`config.mk`:
```
export PLATFORM = sky130hd
export DESIGN_NAME = dpsk_demod
export DESIGN_NICKNAME = d
export VERILOG_FILES = /design/src/rtl/dpsk_demod.sv
export SDC_FILE = /design/constraint.sdc
export NUM_CORES = 1
export LEC_CHECK = 0
export ABC_CLOCK_PERIOD_IN_PS = 11260
export CAP_MARGIN = 30
export CORE_MARGIN = 3
export CORE_UTILIZATION = 55
export DETAILED_ROUTE_END_ITERATION = 10
export PLACE_DENSITY_LB_ADDON = 0.1
export SLEW_MARGIN = 30
export SYNTH_ARGS = -nofsm -noshare
export SYNTH_HDL_FRONTEND = slang
export SYNTH_SLANG_ARGS = --single-unit
```
`constraint.sdc`:
```
create_clock -name clk -period 11.26 [get_ports clk]
set_input_delay 1.689 -clock clk [delete_from_list [all_inputs] [get_ports clk]]
set_output_delay 1.689 -clock clk [all_outputs]
set_load 0.03 [all_outputs]
```
`src/rtl/dpsk_demod.sv`:
```
// Differential DPSK demodulator: multiplies each sample by the one a symbol earlier,
// integrates the products over a symbol and decides the bit from the sign of the sum.
module dpsk_demod #(
  parameter int SPS   = 50,
  parameter int ACC_W = 24
) (
  input  logic                    clk,
  input  logic                    reset_n,
  input  logic                    sample_en,
  input  logic [7:0]              sample_in,
  input  logic                    sym_sync,
  output logic                    bit_out,
  output logic                    bit_valid,
  output logic signed [ACC_W-1:0] acc_out
);

  localparam int            CW   = $clog2(SPS);
  localparam logic [CW-1:0] LAST = CW'(SPS - 1);

  logic signed [7:0]       s_conv;
  logic signed [7:0]       d_ref;
  logic signed [15:0]      prod;
  logic signed [ACC_W-1:0] p_ext;
  logic signed [ACC_W-1:0] sum;

  logic signed [7:0]       dly_q [SPS];
  logic signed [7:0]       dly_d [SPS];
  logic [CW-1:0]           cnt_q, cnt_d;
  logic signed [15:0]      p_q, p_d;
  logic                    p_vld_q, p_vld_d;
  logic                    p_last_q, p_last_d;
  logic                    p_sync_q, p_sync_d;
  logic signed [ACC_W-1:0] acc_q, acc_d;
  logic signed [ACC_W-1:0] acc_out_q, acc_out_d;
  logic                    bit_out_q, bit_out_d;
  logic                    bit_valid_q, bit_valid_d;
  logic                    primed_q, primed_d;

  // Offset binary to two's complement: flip the MSB.
  assign s_conv = {~sample_in[7], sample_in[6:0]};
  assign d_ref  = dly_q[SPS-1];
  assign prod   = s_conv * d_ref;
  assign p_ext  = {{(ACC_W-16){p_q[15]}}, p_q};

  always_comb begin
    dly_d = dly_q;
    cnt_d = cnt_q;
    if (sample_en) begin
      dly_d[0] = s_conv;
      for (int i = 1; i < SPS; i++) begin
        dly_d[i] = dly_q[i-1];
      end
      if (sym_sync) begin
        cnt_d = CW'(1);
      end else if (cnt_q == LAST) begin
        cnt_d = '0;
      end else begin
        cnt_d = cnt_q + CW'(1);
      end
    end
  end

  always_comb begin
    p_d      = p_q;
    p_vld_d  = 1'b0;
    p_last_d = p_last_q;
    p_sync_d = p_sync_q;
    if (sample_en) begin
      p_d      = prod;
      p_vld_d  = 1'b1;
      p_last_d = (cnt_q == LAST);
      p_sync_d = sym_sync;
    end
  end

  // A sync sample restarts integration and discards the partial symbol; it beats a dump.
  always_comb begin
    sum         = acc_q + p_ext;
    acc_d       = acc_q;
    acc_out_d   = acc_out_q;
    bit_out_d   = bit_out_q;
    bit_valid_d = 1'b0;
    primed_d    = primed_q;
    if (p_vld_q) begin
      if (p_sync_q) begin
        acc_d = p_ext;
      end else if (p_last_q) begin
        acc_out_d   = sum;
        bit_out_d   = sum[ACC_W-1];
        acc_d       = '0;
        bit_valid_d = primed_q;
        primed_d    = 1'b1;
      end else begin
        acc_d = sum;
      end
    end
  end

  always_ff @(posedge clk or negedge reset_n) begin
    if (!reset_n) begin
      for (int i = 0; i < SPS; i++) begin
        dly_q[i] <= '0;
      end
      cnt_q       <= '0;
      p_q         <= '0;
      p_vld_q     <= 1'b0;
      p_last_q    <= 1'b0;
      p_sync_q    <= 1'b0;
      acc_q       <= '0;
      acc_out_q   <= '0;
      bit_out_q   <= 1'b0;
      bit_valid_q <= 1'b0;
      primed_q    <= 1'b0;
    end else begin
      dly_q       <= dly_d;
      cnt_q       <= cnt_d;
      p_q         <= p_d;
      p_vld_q     <= p_vld_d;
      p_last_q    <= p_last_d;
      p_sync_q    <= p_sync_d;
      acc_q       <= acc_d;
      acc_out_q   <= acc_out_d;
      bit_out_q   <= bit_out_d;
      bit_valid_q <= bit_valid_d;
      primed_q    <= primed_d;
    end
  end

  assign bit_out   = bit_out_q;
  assign bit_valid = bit_valid_q;
  assign acc_out   = acc_out_q;

endmodule

```
==> out/qor.yml <==
setup_path:
  worst-path-max-fanout: 9
  arrival_time_at_the_worst_endpoint_ns: 6.40
  worstPathRequired_ns: 11.71
  crit_path_end_kind: "register"
  r2r_setup_slack_ns: 6.51
  timing_worst_setup_path_type: "in -> reg"
  startpoint_type: "input pin"
place:
  port_buffers: 37
  detailedPlacementHpwl_mm: 21.9
  routabilityCongestion: 0.827
timing:
  min_period_over_period_pct: 52.8
  final-max-slew-violation-count: 0
  grt_setup_unrepaired: "no"
  max-slew-margin-rel_pct: 30.4
  final.setup.tns_ns: 0
  min_period_ns: 5.95
  setup_violations: 0
  tightest_pin_transition_ns: 1.04
  final-hold-violation-count: 0
  timing.clock.skew_ns: 0.0156
  max_clock_freq_mhz: 168
power_and_ir_drop:
  power_w: 0.00456
  cellLeakagePower_nw: 11.6
  peak_supply_drop_mv: 0.139
  pwr_density_cell_mw_per_mm2: 189
run:
  drv_cap: 0
floorplanning:
  die_y_um: 204
  initial_core_util_pct: 56.5
  floorplan.core_area_mm2: 0.0382
  num_io_pins: 38
  die_area_mm2: 0.0417
  core.rowCount: 71
  floorplan.die.width_um: 204
route:
  remaining_drc_errors: 0
  routed_wl_mm: 34.3
  routed-via-count: 11822
  drt_pre_antenna_iters: 4
  dr.first_iter.drc_count: 580
  final_antenna_net_count: 0
  vias_per_cell: 5.41
  post_drt_wl_per_cell_um: 15.7
global_routing:
  grt_start_max_net_pins: 191
  grt_usage_pct: 17.5
  antenna_found_initial: 0
  grt_pass1_wl_mm: 60.9
  gr_ovfl_total: 0
  first_global_vias: 12655
clock_network:
  cts_max_path_buffers: 3
  clock-sinks: 475
  tritoncts.num_buffers: 48
  cts-resized-gates: 0
  path_clk_slew_ns: 0.07
  tritoncts: "done"
  clk_root_buf: "clkbuf_16"
  clock_tree.htree_level_count: 2
  postCtsSetupRepairBufs: 0
  post_cts_hold_fix_bufs: 0
  insertion_delay_ns: 0.57
synthesis:
  dominantRegCellSynth: "dfrtp_1"
  netlist_top_cells_area: "dfrtp_1 (55%), mux2_2 (22%), fa_1 (5.2%)"
  share_of_flip_flops_with_an_asynchronous_set_or_reset_after_synthesis_pct: 100
  post_synth_inst_count: 1609
  post_synth_num_cell_types: 62
  fraction_of_the_yosys_area_taken_by_sequential_cells_pct: 55.1
  synth-edff-count: 0
  yosysWarnings: 0
  post_synthesis_sequential_element_count: 475
  synth.cell_area_mm2: 0.0216
  synth_top_cell_area_share_pct: 55.1
  leading_area_contributor_after_synthesis: "dfrtp_1"
  synth_fp_nets: 1731
  syn_area_per_cell_um2: 13.4
layout:
  nets: 1761
  fraction_of_final_layout_cells_with_drive_strength_greater_than_1_pct: 31.0
  num_antenna_cells: 0
  area_delta_synth_final_pct: 11.8
hold_path:
  holdCritPathClass: "reg -> reg"
outcome:
  outcome: "finished clean"
-- layout by cell type, fill, tap and decap left out, drive strengths merged, types with 7 or more instances in the layout --
cell           count
clkdlybuf4s50     35
nand4              8
and2              40
fa                56
o21bai             8
ha                54
nor3               9
nand3             15
a21o              13
xnor2             24
buf               15
clkbuf            70
clkinv            12
a22oi             11
mux2             418
o21ai             32
and3               7
inv               98
nor2b             17
a21oi             48
nand2             75
dfrtp            475
nor2              49
xor2               7
o21a               7
-- power breakdown --
part	switching, W	internal [W]	leakage [nW]
Combinational	0.000281	0.000390	4.62
Sequential	0.000192	0.00211	6.17
Clock	0.000646	0.000944	0.791
Total	0.00112	0.00344	11.6
-- worst max-delay path: stages --
cell	delay, ns
clkdlybuf4s50_1	0.62
nand2b_1	0.20
inv_1	0.10
fa_1	0.58
inv_1	0.15
fa_1	0.55
inv_1	0.06
fa_1	0.53
inv_1	0.06
fa_1	0.52
inv_1	0.04
ha_1	0.35
a21o_1	0.20
a21oi_1	0.20
o31ai_1	0.12
xor2_1	0.15
mux2_2	0.27
-- synth_stat cells (7+ instances only) --
| master | count |
|---|---|
| o21ai_0 | 26 |
| dfrtp_1 | 475 |
| nand4_1 | 8 |
| inv_1 | 98 |
| nand2_1 | 75 |
| nor2b_1 | 17 |
| fa_1 | 56 |
| o21bai_1 | 7 |
| xnor2_1 | 24 |
| mux2_2 | 418 |
| and2_1 | 40 |
| nor3_1 | 9 |
| nor2_1 | 49 |
| a22oi_1 | 11 |
| ha_1 | 54 |
| clkbuf_1 | 62 |
| xor2_1 | 7 |
| nand3_1 | 15 |
| a21o_1 | 13 |
| a21oi_1 | 47 |
| and3_1 | 7 |
-- registers in the layout, summed over array words and instances, names as in the netlist --
name / cells
dly_q: 392
acc_out: 24
p_last_q: 1
acc_q: 24
p_vld_q: 1
cnt_q: 6
p_sync_q: 1
p_q: 16
d_ref: 8
primed_q: 1
bit_valid: 1
-- through the flow --
stage	hold slack [ns]	util [%]	cell area, um^2	cells	worst slack (ns)
floorplan	0.415	-	21600	1609	5.65
global placement	0.427	58.8	22400	2098	4.79
detailed placement	0.430	58.8	22400	2098	4.74
CTS	0.447	63.0	24100	2185	5.35
global route	0.481	63.2	24100	2187	5.03
finish	0.443	63.2	24100	2187	5.31
-- worst paths after layout --
kind,end,from,cells past startpoint
hold / removal,primed_q,primed_q,2
min in group asynchronous,dly_q[394],reset_n,1
max in group asynchronous,dly_q[163],reset_n,3
hold reg to reg,primed_q,primed_q,2
setup reg to reg,p_q[13],d_ref[2],16
setup / recovery,p_q[13],sample_in[7],17
-- layer usage --
layer  wire length (um)  track usage (%)  vias to the layer above
li1                   -                -                     5623
met5                  0                0                        -
met2              16600             29.1                      149
met3               1230             3.33                       72
met1              15400             23.1                     5978
met4               1160             6.64                        0
-- layout make-up --
cell class,count,area [um^2]
clock inverter,17,204
inverter,99,372
clock buffer,70,1420
multi-input combinational,965,9060
timing repair buffer,50,551
fill,2953,14100
tap,511,639
sequential,475,11900
-- cell families (layout without fill, tap and decap cells) --
| family | count (synthesis) | after routing | synth area share [%] |
|---|---|---|---|
| DFF | 475 | 475 | 55.1 |
| muxes | 424 | 424 | 22.1 |
| and+or+nand+nor | 244 | 244 | 5.59 |
| buffers and inverters | 169 | 236 | 2.97 |
| AOI/OAI and AO/OA | 156 | 156 | 4.71 |
| adders and majority gates | 110 | 110 | 8.32 |
| xor gates and xnor gates | 31 | 31 | 1.26 |
Power figures use the tool's default switching activity.
